--- src/rtl/datapath_pkg.sv ---
// rtl/datapath_pkg.sv - shared types for the sequencing matrix load/store unit
package datapath_pkg;

    typedef enum logic [1:0] {
        NOP     = 2'b00,
        LOAD    = 2'b01,
        STORE   = 2'b10,
        ILLEGAL = 2'b11
    } matls_op_t;

    typedef enum logic [1:0] {
        IDLE  = 2'b00,
        ISSUE = 2'b01,
        DONE  = 2'b10
    } matls_state_t;

    localparam int DEF_ADDR_W = 11;
    localparam int DEF_REG_W  = 5;
    localparam int DEF_ROW_W  = 2;

    // Request bundle as seen by the scratchpad arbiter at default widths.
    typedef struct packed {
        matls_op_t             ls;
        logic [DEF_REG_W-1:0]  reg_idx;
        logic [DEF_ROW_W-1:0]  row;
        logic [DEF_ADDR_W-1:0] addr;
    } matls_req_t;

endpackage

--- src/rtl/fu_matrix_ls_agen.sv ---
// rtl/fu_matrix_ls_agen.sv - row counter and running base+row*stride address accumulator
module fu_matrix_ls_agen #(
    parameter int ADDR_W = 11,
    parameter int ROWS   = 4,
    parameter int ROW_W  = 2
) (
    input  logic              clk,
    input  logic              rst,
    input  logic              load,
    input  logic              step,
    input  logic [ADDR_W-1:0] base,
    input  logic [ADDR_W-1:0] stride,
    output logic [ADDR_W-1:0] addr,
    output logic [ROW_W-1:0]  row,
    output logic              last
);
    logic [ADDR_W-1:0] stride_q;

    // Adding the stride once per accepted row avoids a row*stride multiplier.
    always_ff @(posedge clk) begin
        if (rst) begin
            addr     <= '0;
            row      <= '0;
            stride_q <= '0;
        end else if (load) begin
            addr     <= base;
            row      <= '0;
            stride_q <= stride;
        end else if (step) begin
            addr <= addr + stride_q;
            row  <= row + ROW_W'(1);
        end
    end

    assign last = (row == ROW_W'(ROWS - 1));

endmodule

--- src/rtl/fu_matrix_ls_seq.sv ---
// rtl/fu_matrix_ls_seq.sv - sequencing matrix load/store unit, one scratchpad request per row
module fu_matrix_ls_seq
    import datapath_pkg::*;
#(
    parameter int ADDR_W = 11,
    parameter int ROWS   = 4,
    parameter int REG_W  = 5,
    parameter int WORD_W = 32,
    parameter int IMM_W  = 11,
    localparam int ROW_W = (ROWS > 1) ? $clog2(ROWS) : 1
) (
    input  logic              CLK,
    input  logic              RST,
    input  logic              enable,
    input  logic [1:0]        ls_in,
    input  logic [REG_W-1:0]  rd_in,
    input  logic [WORD_W-1:0] rs_in,
    input  logic [WORD_W-1:0] stride_in,
    input  logic [IMM_W-1:0]  imm_in,
    input  logic              flush,
    output logic              ready_out,
    output logic              req_valid,
    input  logic              req_ready,
    output logic [1:0]        req_ls,
    output logic [REG_W-1:0]  req_reg,
    output logic [ROW_W-1:0]  req_row,
    output logic [ADDR_W-1:0] req_addr,
    output logic              busy,
    output logic              done,
    output logic              err
);
    matls_state_t      state_q, state_d;
    logic [1:0]        ls_q;
    logic [REG_W-1:0]  reg_q;
    logic              err_q;
    logic              op_ok;
    logic              agen_load;
    logic              agen_step;
    logic              agen_last;
    logic [ADDR_W-1:0] base;
    logic              unused_hi;

    assign op_ok     = (ls_in == LOAD) || (ls_in == STORE);
    assign base      = rs_in[ADDR_W-1:0] + ADDR_W'(imm_in);
    assign unused_hi = ^{rs_in[WORD_W-1:ADDR_W], stride_in[WORD_W-1:ADDR_W]};

    always_comb begin
        state_d   = state_q;
        agen_load = 1'b0;
        agen_step = 1'b0;
        case (state_q)
            IDLE: begin
                if (enable && op_ok) begin
                    agen_load = 1'b1;
                    state_d   = ISSUE;
                end
            end
            ISSUE: begin
                agen_step = req_ready && !agen_last;
                // Flush wins over a coinciding last-row handshake: no done for aborted ops.
                if (flush) begin
                    state_d = IDLE;
                end else if (req_ready && agen_last) begin
                    state_d = DONE;
                end
            end
            DONE:    state_d = IDLE;
            default: state_d = IDLE;
        endcase
    end

    always_ff @(posedge CLK) begin
        if (RST) begin
            state_q <= IDLE;
            ls_q    <= '0;
            reg_q   <= '0;
            err_q   <= 1'b0;
        end else begin
            state_q <= state_d;
            err_q   <= (state_q == IDLE) && enable && (ls_in == ILLEGAL);
            if (agen_load) begin
                ls_q  <= ls_in;
                reg_q <= rd_in;
            end
        end
    end

    fu_matrix_ls_agen #(
        .ADDR_W (ADDR_W),
        .ROWS   (ROWS),
        .ROW_W  (ROW_W)
    ) u_agen (
        .clk    (CLK),
        .rst    (RST),
        .load   (agen_load),
        .step   (agen_step),
        .base   (base),
        .stride (stride_in[ADDR_W-1:0]),
        .addr   (req_addr),
        .row    (req_row),
        .last   (agen_last)
    );

    assign ready_out = (state_q == IDLE);
    assign busy      = (state_q == ISSUE);
    assign req_valid = (state_q == ISSUE);
    assign done      = (state_q == DONE);
    assign err       = err_q;
    assign req_ls    = ls_q;
    assign req_reg   = reg_q;

endmodule

--- config.mk ---
export PLATFORM = sky130hd
export DESIGN_NAME = fu_matrix_ls_seq
export DESIGN_NICKNAME = d
export VERILOG_FILES = /design/src/rtl/datapath_pkg.sv /design/src/rtl/fu_matrix_ls_agen.sv /design/src/rtl/fu_matrix_ls_seq.sv
export SDC_FILE = /design/constraint.sdc
export NUM_CORES = 1
export LEC_CHECK = 0
export BUFFER_PORTS_ARGS = -buffer_cell sky130_fd_sc_hd__buf_4
export CAP_MARGIN = 15
export CORE_UTILIZATION = 50
export CTS_CLUSTER_DIAMETER = 200
export DETAILED_ROUTE_END_ITERATION = 8
export PLACE_DENSITY = 0.86
export SETUP_SLACK_MARGIN = 0.15
export SLEW_MARGIN = 40
export SYNTH_ARGS = -nofsm -noshare
export SYNTH_HDL_FRONTEND = slang
export SYNTH_HIERARCHICAL = 1
export SYNTH_SLANG_ARGS = --single-unit
--- constraint.sdc ---
create_clock -name CLK -period 6 [get_ports CLK]
set_input_delay 0.3 -clock CLK [delete_from_list [all_inputs] [get_ports CLK]]
set_output_delay 0.3 -clock CLK [all_outputs]
set_load 0.02 [all_outputs]
==> results of run 1 <==
[where the power goes]
| part | leakage [nW] | internal [mW] | total (mW) | switching (mW) |
|---|---|---|---|---|
| combinational | 1.03 | 0.0898 | 0.188 | 0.0978 |
| clock | 0.0482 | 0.0925 | 0.176 | 0.0833 |
| sequential | 0.278 | 0.241 | 0.253 | 0.0118 |
[metrics by stage]
step | power (mW) | hold WS, ns | area (sq um) | setup WS [ns]
3_3_place_gp | 0.439 | 0.442 | 2800 | 3.45
5_1_grt | 0.651 | 0.176 | 2900 | 3.38
3_5_place_dp | 0.445 | 0.448 | 2800 | 3.44
2_1_floorplan | 0.385 | 0.377 | 2290 | 3.89
6_report | 0.616 | 0.176 | 2900 | 3.62
4_1_cts | 0.621 | 0.169 | 2900 | 3.58
[routing by layer]
metal / GRT usage, % / wire [um] / vias to the layer above
met5: 0 / 0 / -
met4: 7.11 / 79 / 0
met3: 6.10 / 454 / 8
met2: 39.3 / 2310 / 73
met1: 24.4 / 2020 / 922
li1: - / - / 1070
[cell families (layout without fill, tap and decap cells)]
kind of cell             Yosys count  after routing  synth area share [%]
AND/OR/NAND/NOR                   88             88                  17.9
AO/OA/AOI/OAI                     63             63                  18.4
flip-flops                        34             34                  29.7
adder cells (fa/ha/maj)           24             24                  13.8
buffers and inverters             24             91                  5.46
XOR/XNOR                          19             19                  7.27
multiplexers                      17             17                  7.49
[final timing paths]
check / to / slack, ns / cells after the start / start
setup / recovery: u_agen/addr[9] / 3.62 / 6 / state_q[1]
hold / removal: state_q[1] / 0.18 / 2 / flush
setup reg to reg: u_agen/addr[9] / 3.62 / 6 / state_q[1]
hold reg to reg: req_ls[1] / 0.46 / 2 / req_ls[1]
[cells in the final DEF, fill, tap and decap left out, types with 8 or more instances in the layout]
cell     count
o21ai_0      8
nand2_1     29
inv_1       12
a21oi_1     29
nor2_1      28
xnor2_1     13
ha_1        22
buf_4       70
mux2i_1     16
dfxtp_1     34
[layout make-up]
type | count | share of cell area [%]
Inverter | 13 | 1.69
Timing Repair Buffer | 70 | 18.2
Sequential cell | 34 | 23.5
Clock buffer | 7 | 2.98
Multi-Input combinational cell | 211 | 51.3
Tap cell | 52 | 2.25
Clock inverter | 1 | 0.173
[cell usage after synthesis, types with 4 or more instances]
master | n | area [sq um]
nor2_1 | 28 | 105
nand2b_1 | 4 | 25.0
clkbuf_1 | 4 | 15.0
and3_1 | 5 | 31.3
inv_1 | 12 | 45.0
nand2_1 | 29 | 109
ha_1 | 22 | 275
o21ai_0 | 8 | 40.0
buf_2 | 4 | 20.0
a21o_1 | 4 | 30.0
dfxtp_1 | 34 | 681
xnor2_1 | 13 | 114
mux2i_1 | 16 | 160
a21oi_1 | 29 | 145
nor3_1 | 4 | 20.0
nand3_1 | 4 | 20.0
xor2_1 | 6 | 52.6
==> key figures, run 1 <==
Synthesis
  • Mapped cell area: 2290 sq um
  • Cells after synthesis: 269
  • Yosys warnings: 6
  • EDFF count, synth: 0
  • Post-synth net total: 380
  • FF+latch count, synth: 34
  • Synth cell types: 49
  • Sequential share of the synthesized area: 29.7%
  • Async S/R FF share, synth: 0%
  • Main flop type after synthesis: dfxtp_1
  • Syn avg cell area: 8.51 sq um

Timing
  • Hold Violations, Final: 0
  • Clock Skews: 0.00727 ns
  • Fmax: 420 MHz
  • Minimum clock period: 2.38 ns
  • Finish-stage setup viols: 0
  • Tightest Pin Transition: 0.756 ns
  • Final Max Tran Viols: 0
  • Setup TNS: 0 ns
  • Relative slew slack: 49.6%
  • Final period util: 39.7%
  • Unrepaired setup endpoints after global routing: no

Cells and area
  • Area Overhead vs Synth: 26.4%
  • Fillers: 363
  • Final nets: 446
  • Layout Utilization: 66.0%
  • Number of inserted diodes: 0
  • Layout Cells excl Fill: 388
  • Fraction of layout cells with a size suffix above 1: 27.4%
  • Area of the multi-input gates: 1480 sq um
  • Register area: 681 sq um

Clock tree
  • CTS Buf Count: 5
  • PostCTS Resize Cnt: 0
  • Hold_buf cts: 0
  • CTS H-tree lvls: 2
  • CTS clk-pin slew, worst paths: 0.07 ns
  • Post-CTS setup buffers: 0
  • CTS tree: yes
  • Sink Count: 34
  • Skew-Pair Late Insertion Delay: 0.29 ns
  • CTS root buffer: clkbuf_8
  • CTS max path bufs: 2

Detailed routing
  • DR vias/cell: 5.34
  • Vias: 2073
  • DRC: 0
  • DRT Pass-1 Iters: 4
  • Routed Wire Length: 4870 um
  • WL per Instance: 12.6 um
  • Remaining antenna violation count: 0
  • DRT iter0 DRCs: 66

Die
  • Core area: 4380 sq um
  • Chip width: 69.7 um
  • # rows: 24
  • Die ar.: 4850 sq um
  • I/O pin cnt: 112
  • Initial Utilization: 52.2%
  • Die Height: 69.7 um

Setup path
  • Kind of critical path: reg -> reg
  • Critical path's largest stage delay: 0.67 ns
  • Crit-path cells: nor2_1 -> nand3_1 -> inv_2 -> nor2_1 -> a22o_2 -> a221o_1
  • Crit path DAT: 2.57 ns
  • Critical Path Most Common Cell: nor2_1
  • Data required, critical path: 6.18 ns
  • Slowest-stage cell, CP: inv_2
  • Critical-path maximum fanout: 41
  • Worst setup EP type: flop
  • Top delay family on crit path: simple AND/OR/NAND/NOR gates
  • Startpoint types: flop
  • Worst Path Buf+Inv: 1

Job
  • Maxcap violations: 0

GRT
  • Initial antenna violation count: 0
  • First-pass GRT wire length: 8550 um
  • Grt total ovfl: 0
  • Vias in the first global route: 2022
  • Largest net degree at the start of global routing: 42
  • Gr usage total: 21.7%

Placed design
  • Placed cells: 380
  • DP Wirelength: 3690 um
  • Gp weighted congestion: 0.867
  • Port bufs: 69

Power
  • Leakage: 1.36 nW
  • Worst VDD drop: 0.215 mV
  • Cell Pwr Density: 213 nW/um^2

Hold path
  • Worst min path class: in -> reg

Run status
  • Outcome: completed
No activity file was read; power rests on OpenSTA's default activity.
==> run 2, diff against run 1 <==
--- a/config.mk
+++ b/config.mk
@@ -7,10 +7,10 @@
 export LEC_CHECK = 0
 export BUFFER_PORTS_ARGS = -buffer_cell sky130_fd_sc_hd__buf_4
 export CAP_MARGIN = 15
-export CORE_UTILIZATION = 50
+export CORE_UTILIZATION = 46
 export CTS_CLUSTER_DIAMETER = 200
 export DETAILED_ROUTE_END_ITERATION = 8
-export PLACE_DENSITY = 0.86
+export PLACE_DENSITY = 0.8
 export SETUP_SLACK_MARGIN = 0.15
 export SLEW_MARGIN = 40
 export SYNTH_ARGS = -nofsm -noshare
==> constraint.sdc (replaced) <==
create_clock -name CLK -period 2.5 [get_ports CLK]
set_input_delay 0.125 -clock CLK [delete_from_list [all_inputs] [get_ports CLK]]
set_output_delay 0.125 -clock CLK [all_outputs]
set_load 0.02 [all_outputs]
==> run 2 against run 1 <==
Clock skew barely moved. Core utilization fell by 4.2 points. Fmax rose by 15%. Sequential cell count did not move. Clock power rose by 140%. Critical path depth rose by 1. Combinational power rose by 140%. Critical endpoint unchanged. First-iteration DRC count rose by 35%.
==> key figures, run 2 (synthesis results as in run 1) <==
Detailed routing
  • Vias: 2119
  • Routed Wire Length: 5040 um
  • DRT iter0 DRCs: 89
  • DRC: 0
  • Remaining antenna violation count: 0
  • WL per Instance: 12.4 um
  • DR vias/cell: 5.22
  • DRT Pass-1 Iters: 4

Clock tree
  • CTS Buf Count: 5
  • Post-CTS setup buffers: 0
  • CTS max path bufs: 2
  • Skew-Pair Late Insertion Delay: 0.29 ns
  • Sink Count: 34
  • CTS tree: yes
  • PostCTS Resize Cnt: 0
  • CTS H-tree lvls: 2
  • CTS clk-pin slew, worst paths: 0.08 ns
  • CTS root buffer: clkbuf_8
  • Hold_buf cts: 0

Die
  • Chip width: 72.6 um
  • # rows: 25
  • Core area: 4750 sq um
  • Initial Utilization: 48.2%
  • Die ar.: 5260 sq um
  • I/O pin cnt: 112
  • Die Height: 72.6 um

GRT
  • Grt total ovfl: 0
  • First-pass GRT wire length: 8450 um
  • Initial antenna violation count: 0
  • Vias in the first global route: 2091
  • Gr usage total: 20.2%
  • Largest net degree at the start of global routing: 36

Power
  • Worst VDD drop: 0.420 mV
  • Comb pwr share: 30.6%
  • Cell Pwr Density: 508 nW/um^2
  • Share of power burned in registers: 40.6%
  • Overall power: 1.49 mW
  • NetSw: 0.475 mW
  • Clock share of power: 28.8%
  • Switching share of power: 31.8%
  • P_int: 1.02 mW
  • Leakage: 1.37 nW

Placed design
  • DP Wirelength: 3760 um
  • Port bufs: 69
  • Gp weighted congestion: 0.859

Timing
  • Fmax: 482 MHz
  • Relative slew slack: 75.0%
  • Minimum clock period: 2.08 ns
  • Finish-stage setup viols: 0
  • Tightest Pin Transition: 0.375 ns
  • Hold Violations, Final: 0
  • Final Max Tran Viols: 0
  • Setup TNS: 0 ns
  • Final period util: 83.0%
  • Clock Skews: 0.00724 ns
  • Unrepaired setup endpoints after global routing: no
  • Hold WS: 0.0146 ns

Cells and area
  • Most common cell after layout, fill and taps aside: buf_4
  • Most frequent cells in the layout: 73 x buf_4, 34 x dfxtp_1, 29 x a21oi_1, 29 x nand2_1, 28 x nor2_1
  • Fraction of layout cells with a size suffix above 1: 28.3%
  • Final nets: 449
  • Area of the multi-input gates: 1480 sq um
  • Layout Utilization: 61.8%
  • Fillers: 435
  • Area Overhead vs Synth: 28.4%
  • Number of inserted diodes: 0
  • Register area: 681 sq um

Setup path
  • Kind of critical path: reg -> reg
  • Crit path DAT: 2.31 ns
  • Reg2reg setup slack: 0.42 ns
  • Worst setup EP type: flop
  • Critical-path maximum fanout: 12
  • Data required, critical path: 2.74 ns
  • Critical R2R Capture: u_agen/addr[9]
  • Startpoint types: flop
  • Worst reg2reg path depth: 7
  • R2r startpoint: state_q[0]

Job
  • Maxcap violations: 0

Hold path
  • Hold Crit Start: flush
  • Worst min path class: in -> reg
  • Hold depth: 2
  • Hold endpoint: state_q[1]

Run status
  • Outcome: completed
[run 2: cell types whose count changed in the layout (fill, tap and decap cells not counted), sizes merged]
cell	previous run	this run
clkbuf	7	6
clkinvlp	0	1
buf	70	73
[run 2: per-layer routing]
| metal | part of all wire (%) | GRT usage (%) |
|---|---|---|
| met1 | 45 | 22.1 |
| met2 | 47 | 37.1 |
| met3 | 6.9 | 5.97 |
| met4 | 0.99 | 6.54 |
| met5 | 0 | 0 |
[run 2: worst max-delay path, cell delays in order (launching register included)]
cell     delay [ns]
dfxtp_1        0.35
nor2b_1        0.28
nand2_1        0.11
nor2_1         0.25
buf_4          0.26
or2b_2         0.33
nor4_1         0.28
a221o_1        0.15
[run 2: how the worst max path moves through the flow]
stage / from / end / cells after the start
floorplan: state_q[1] / u_agen/addr[9] / 7
global placement: rs_in[4] / u_agen/addr[9] / 9
detailed placement: rs_in[4] / u_agen/addr[9] / 9
CTS: u_agen/addr[0] / u_agen/addr[8] / 8
global route: state_q[0] / u_agen/addr[9] / 7
finish: state_q[0] / u_agen/addr[9] / 7
[run 2: cell type report]
type | count | share of cell area (%)
well taps | 67 | 2.85
multi-input cells | 211 | 50.5
clock buffers | 6 | 2.81
repair buffers | 73 | 18.6
clock inverters | 2 | 0.426
flip-flops and latches | 34 | 23.1
inverters | 13 | 1.66
[run 2: power groups by stage]
stage                     registers, mW  logic (mW)  clock network [mW]
after floorplan                   0.643       0.281                   0
after global placement            0.618       0.444                   0
after detailed placement          0.619       0.453                   0
after CTS                         0.607       0.457               0.439
after global routing              0.611       0.509               0.454
final                             0.607       0.457               0.431
[run 2: stage by stage]
stage               cells  setup slack, ns  cell area [sq um]
detailed placement    398            0.269               2850
global placement      398            0.308               2850
floorplan             269            0.502               2290
global route          406            0.247               2940
CTS                   406            0.462               2940
finish                406            0.425               2940
